[src/rtl/m16_pkg.sv]
// Shared types and defaults for the ping-pong frame memory write side.
package m16_pkg;

  localparam int DATA_W = 12;
  localparam int ADDR_W = 8;
  localparam logic [DATA_W-1:0] FILL_WORD = 12'h000;

  typedef enum logic {
    WAIT = 1'b0,
    DONE = 1'b1
  } wr_state_t;

  function automatic logic [7:0] sat_inc8(input logic [7:0] v);
    sat_inc8 = (v == 8'hFF) ? v : v + 8'd1;
  endfunction

endpackage

[src/rtl/frame_buf_writer_slot_timer.sv]
// Per-slot wait budget: reloads to TMO-1, counts down while enabled and
// flags expiry in the last allowed cycle of the slot.
module slot_timer #(
  parameter int TMO = 32
) (
  input  logic clk,
  input  logic reset,
  input  logic clear_i,
  input  logic en_i,
  output logic expire_o
);

  localparam int CNT_W = $clog2(TMO + 1);
  localparam logic [CNT_W-1:0] LOAD = CNT_W'(TMO - 1);

  logic [CNT_W-1:0] cnt_q;
  logic [CNT_W-1:0] cnt_d;

  // Next count: reload on clear, otherwise decrement towards zero while enabled.
  always_comb begin
    cnt_d = cnt_q;
    if (clear_i) begin
      cnt_d = LOAD;
    end else if (en_i && (cnt_q != {CNT_W{1'b0}})) begin
      cnt_d = cnt_q - {{(CNT_W-1){1'b0}}, 1'b1};
    end else begin
      cnt_d = cnt_q;
    end
  end

  // Counter register.
  always_ff @(posedge clk) begin
    if (reset) begin
      cnt_q <= LOAD;
    end else begin
      cnt_q <= cnt_d;
    end
  end

  assign expire_o = en_i && (cnt_q == {CNT_W{1'b0}});

endmodule

[src/rtl/frame_buf_writer.sv]
// Fills the frame-memory bank the serial generator is not reading, one slot
// per address with fixed source commutation and filler on source timeout.
module frame_buf_writer #(
  parameter int N_SRC = 4,
  parameter int DATA_W = m16_pkg::DATA_W,
  parameter int ADDR_W = m16_pkg::ADDR_W,
  parameter int TMO = 32,
  parameter logic [DATA_W-1:0] FILL_WORD = m16_pkg::FILL_WORD
) (
  input  logic                    clk,
  input  logic                    reset,
  input  logic                    iSwitch,
  input  logic [N_SRC-1:0]        iReq,
  input  logic [N_SRC*DATA_W-1:0] iData,
  output logic [N_SRC-1:0]        oAck,
  output logic                    oWrEn,
  output logic [ADDR_W:0]         oWrAddr,
  output logic [DATA_W-1:0]       oWrData,
  output logic                    oBankReady,
  output logic                    oMiss,
  output logic                    oLate,
  output logic [7:0]              oMissCnt
);

  import m16_pkg::*;

  localparam int SEL_W = $clog2(N_SRC);

  wr_state_t          state_q, state_d;
  logic               sw_q, sw_d;
  logic [ADDR_W-1:0]  addr_q, addr_d;
  logic [7:0]         miss_acc_q, miss_acc_d;
  logic [N_SRC-1:0]   ack_q, ack_d;
  logic               wr_en_q, wr_en_d;
  logic [ADDR_W:0]    wr_addr_q, wr_addr_d;
  logic [DATA_W-1:0]  wr_data_q, wr_data_d;
  logic               ready_q, ready_d;
  logic               miss_q, miss_d;
  logic               late_q, late_d;
  logic [7:0]         miss_cnt_q, miss_cnt_d;

  logic               toggle_s;
  logic [SEL_W-1:0]   src_s;
  logic               req_s;
  logic [DATA_W-1:0]  data_s;
  logic               open_s;
  logic               grant_s;
  logic               expire_s;
  logic               timeout_s;
  logic               timer_en_s;
  logic               timer_clr_s;

  // A toggle pre-empts any grant or timeout in the same cycle.
  assign toggle_s    = (iSwitch != sw_q);
  assign src_s       = addr_q[SEL_W-1:0];
  assign req_s       = iReq[src_s];
  assign open_s      = (state_q == WAIT) && !toggle_s;
  assign grant_s     = open_s && req_s;
  assign timer_en_s  = open_s && !req_s;
  assign timeout_s   = expire_s;
  assign timer_clr_s = toggle_s || grant_s || timeout_s;

  slot_timer #(.TMO(TMO)) u_timer (
    .clk      (clk),
    .reset    (reset),
    .clear_i  (timer_clr_s),
    .en_i     (timer_en_s),
    .expire_o (expire_s)
  );

  // Word of the source owning the current slot.
  always_comb begin
    data_s = {DATA_W{1'b0}};
    for (int s = 0; s < N_SRC; s++) begin
      data_s = (src_s == SEL_W'(s)) ? iData[s*DATA_W +: DATA_W] : data_s;
    end
  end

  // Next-state and registered-output logic.
  always_comb begin
    state_d    = state_q;
    sw_d       = sw_q;
    addr_d     = addr_q;
    miss_acc_d = miss_acc_q;
    miss_cnt_d = miss_cnt_q;
    ack_d      = {N_SRC{1'b0}};
    wr_en_d    = 1'b0;
    wr_addr_d  = {(ADDR_W+1){1'b0}};
    wr_data_d  = {DATA_W{1'b0}};
    miss_d     = 1'b0;
    late_d     = 1'b0;
    ready_d    = (state_q == DONE) && !toggle_s;

    if (toggle_s) begin
      sw_d       = iSwitch;
      miss_cnt_d = miss_acc_q;
      miss_acc_d = 8'd0;
      addr_d     = {ADDR_W{1'b0}};
      state_d    = WAIT;
      late_d     = (state_q == WAIT);
    end else if (grant_s || timeout_s) begin
      wr_en_d   = 1'b1;
      wr_addr_d = {~sw_q, addr_q};
      addr_d    = addr_q + {{(ADDR_W-1){1'b0}}, 1'b1};
      if (addr_q == {ADDR_W{1'b1}}) begin
        state_d = DONE;
      end else begin
        state_d = state_q;
      end
      if (grant_s) begin
        wr_data_d = data_s;
        ack_d     = {{(N_SRC-1){1'b0}}, 1'b1} << src_s;
      end else begin
        wr_data_d  = FILL_WORD;
        miss_d     = 1'b1;
        miss_acc_d = sat_inc8(miss_acc_q);
      end
    end else begin
      state_d = state_q;
    end
  end

  // State and output registers; reset re-aligns to the bank being read.
  always_ff @(posedge clk) begin
    if (reset) begin
      state_q    <= WAIT;
      sw_q       <= iSwitch;
      addr_q     <= {ADDR_W{1'b0}};
      miss_acc_q <= 8'd0;
      miss_cnt_q <= 8'd0;
      ack_q      <= {N_SRC{1'b0}};
      wr_en_q    <= 1'b0;
      wr_addr_q  <= {(ADDR_W+1){1'b0}};
      wr_data_q  <= {DATA_W{1'b0}};
      ready_q    <= 1'b0;
      miss_q     <= 1'b0;
      late_q     <= 1'b0;
    end else begin
      state_q    <= state_d;
      sw_q       <= sw_d;
      addr_q     <= addr_d;
      miss_acc_q <= miss_acc_d;
      miss_cnt_q <= miss_cnt_d;
      ack_q      <= ack_d;
      wr_en_q    <= wr_en_d;
      wr_addr_q  <= wr_addr_d;
      wr_data_q  <= wr_data_d;
      ready_q    <= ready_d;
      miss_q     <= miss_d;
      late_q     <= late_d;
    end
  end

  assign oAck       = ack_q;
  assign oWrEn      = wr_en_q;
  assign oWrAddr    = wr_addr_q;
  assign oWrData    = wr_data_q;
  assign oBankReady = ready_q;
  assign oMiss      = miss_q;
  assign oLate      = late_q;
  assign oMissCnt   = miss_cnt_q;

endmodule

[config.mk]
export PLATFORM = sky130hd
export DESIGN_NAME = frame_buf_writer
export DESIGN_NICKNAME = d
export VERILOG_FILES = /design/src/rtl/m16_pkg.sv /design/src/rtl/frame_buf_writer_slot_timer.sv /design/src/rtl/frame_buf_writer.sv
export SDC_FILE = /design/constraint.sdc
export NUM_CORES = 1
export LEC_CHECK = 0
export CAP_MARGIN = 15
export CORE_MARGIN = 1.5
export CORE_UTILIZATION = 45
export DETAILED_ROUTE_END_ITERATION = 10
export PLACE_DENSITY = 0.76
export SLEW_MARGIN = 25
export SYNTH_ARGS = -nofsm -noshare
export SYNTH_HDL_FRONTEND = slang
export SYNTH_SLANG_ARGS = --single-unit
[constraint.sdc]
create_clock -name clk -period 2.95 [get_ports clk]
set_input_delay 0.59 -clock clk [delete_from_list [all_inputs] [get_ports clk]]
set_output_delay 0.59 -clock clk [all_outputs]
set_load 0.02 [all_outputs]
==> flow_metrics.tcl <==
set metrics [dict create \
    async_flop_share_pct 0 \
    worstRegToRegCells 5 \
    critPathLaunch "iSwitch" \
    fp.dieArea_um2 6460 \
    hold_violations 0 \
    cts_buffers 9 \
    routedWlPerCell_um 15.0 \
    io_buffers 91 \
    worstMarginPinSlew_ps 893 \
    wl_um 7240 \
    drcViolationCount 0 \
    cts_resized 0 \
    synth_cells 313 \
    status "completed" \
    avgViaCountPerCell 5.40 \
    clk_path_buf_depth 2 \
    initial_core_util_pct 47.7 \
    clock_latency_ps 340 \
    min_period_over_period_pct 80.9 \
    n_antenna_cell 0 \
    synth_cell_types 44 \
    cts_setup_buffers 0 \
    postSynthAreaPerCell_um2 8.60 \
    dp_hpwl_um 5160 \
    finalNetCount 468 \
    syn_to_final_growth_pct 43.4 \
    utilization_pct 68.4 \
    skew_ps 4.89 \
    gr-total-overflow 0 \
    timing.slew.headroom_pct 40.3 \
    setup_ws_ps 562 \
    hold_end "oMissCnt[5]" \
    power.leakage_nw 1.43 \
    synth-warning-count 0 \
    vdd_drop_max_mv 0.362 \
    yosysSeqAreaShare_pct 45.7 \
    grt_max_degree 25 \
    yosys_most_used_dff "dfxtp_1" \
    cts_tree "yes" \
    cap_violations 0 \
    clkTransAtPathRegs_ps 60 \
    cp.arrival_ps 2430 \
    slew_violations 0 \
    cts_sinks 61 \
    rsz0062_at_grt "false" \
    layout_common_cells "clkdlybuf4s50_1, dfxtp_1, nor2_1" \
    path_max_fanout 13 \
    synth-edff-count 1 \
    endpoint_kind "flip-flop" \
    syn_area_um2 2690 \
    die_y_um 80.4 \
    vias 2603 \
    place_ws_ps 242 \
    ioPinCount 92 \
    path_class "primary input to flip-flop" \
    gp_congestion 0.896 \
    rows 27 \
    p_per_area_nw_per_um2 474 \
    worstReg2RegEnd "u_timer.cnt_q[2]" \
    tns_ps 0 \
    worst_ep_required_time_ps 2990 \
    final_common_cell "clkdlybuf4s50_1" \
    grt_use_total_pct 23.7 \
    hold_path_class "flip-flop to flip-flop" \
    antenna_found_initial 0 \
    synth_fp_nets 375 \
    cts_hold_buf 0 \
    die_x_um 80.4 \
    min_from "oMissCnt[5]" \
    period_needed_ps 2390 \
    max_freq_mhz 419 \
    cp-start-kind "primary input" \
    ant_nets 0 \
    first_iter_violations 171 \
    grt_pass1_vias 2374 \
    h-tree-depth 3 \
    grt_pass1_wl_um 11400 \
    cts_root_buf "clkbuf_8" \
    synth_seq_cells 61 \
    hold_path_depth 2 \
    drive_above_1_share_pct 7.56 \
    setup_viol 0 \
    r2r-start "addr_q[0]" \
    dr.pass1.iters 4 \
    r2r_slack_ps 810 \
    core_area_um2 5640 \
]
metrics by stage:
step | instance area, µm² | std cells | hold WS (ps) | power, mW
after CTS | 3860 | 482 | 461 | 1.84
after global routing | 3860 | 482 | 474 | 1.91
after floorplan | 2690 | 313 | 458 | 1.01
after detailed placement | 3680 | 467 | 450 | 1.15
after global placement | 3680 | 467 | 445 | 1.14
final | 3860 | 482 | 458 | 1.83
logic make-up after synthesis:
kind of cell	after synthesis	share of synthesized area (%)
AOI/OAI and AO/OA	55	12.7
xor gates and xnor gates	10	3.53
adders and majority gates	7	3.25
buffers and inverters	22	3.11
DFF	61	45.7
muxes	2	1.25
and+or+nand+nor	156	30.4
cell type report:
cell class | instances | area, µm²
fill | 465 | 1780
multi-input combinational | 230 | 1380
sequential | 61 | 1230
timing repair buffer | 97 | 956
clock buffer | 10 | 128
tap | 72 | 90.1
clock inverter | 5 | 51.3
inverter | 7 | 26.3
worst max-delay path, stage by stage:
cell and delay [ps]:
clkdlybuf4s50_1 580, xor2_1 740, nor2_1 130, clkinv_1 160, buf_4 220
report_power, final:
part           internal [mW]  total, mW  switching, mW
registers              0.843      0.853         0.0102
logic                  0.142      0.280          0.138
clock network          0.381      0.697          0.316
total                   1.37       1.83          0.464
metal layers:
layer	routed length, µm	vias up	track usage [%]	part of all wire (%)
met5	0	-	0	0
met1	3230	1200	28.4	45
met2	3410	106	37.6	47
met4	123	0	10.0	1.7
li1	-	1283	-	-
met3	482	14	9.09	6.7
flip-flops by register name (all words and copies together), names as in the netlist:
name           count
oWrEn              1
oWrAddr            9
oMiss              1
sw_q               1
oBankReady         1
addr_q             8
oWrData           12
oMissCnt           8
u_timer.cnt_q      6
miss_acc_q         8
oAck               4
oLate              1
state_q            1
worst max-delay path by stage:
stage	endpoint	slack [ps]
after floorplan	u_timer.cnt_q[4]	1000
after global placement	sw_q	320
after detailed placement	sw_q	240
after CTS	addr_q[1]	600
after global routing	addr_q[1]	430
final	sw_q	560
synth_stat cells, types with 2 or more instances:
master / n / area, µm²
nor2_1: 35 / 131
and3_1: 7 / 43.8
xnor2_1: 5 / 43.8
a21oi_1: 29 / 145
nand3b_1: 2 / 15.0
nor4_1: 2 / 12.5
nand2_1: 31 / 116
clkbuf_1: 14 / 52.6
a221oi_1: 12 / 105
dfxtp_1: 60 / 1200
xor2_1: 4 / 35.0
nor3_1: 27 / 135
nor2b_1: 26 / 163
or3_1: 2 / 12.5
nand3_1: 9 / 45.0
o21ai_0: 7 / 35.0
inv_1: 6 / 22.5
or4_1: 2 / 15.0
and3_2: 2 / 15.0
ha_1: 7 / 87.6
No activity file was read; power rests on OpenSTA's default activity.
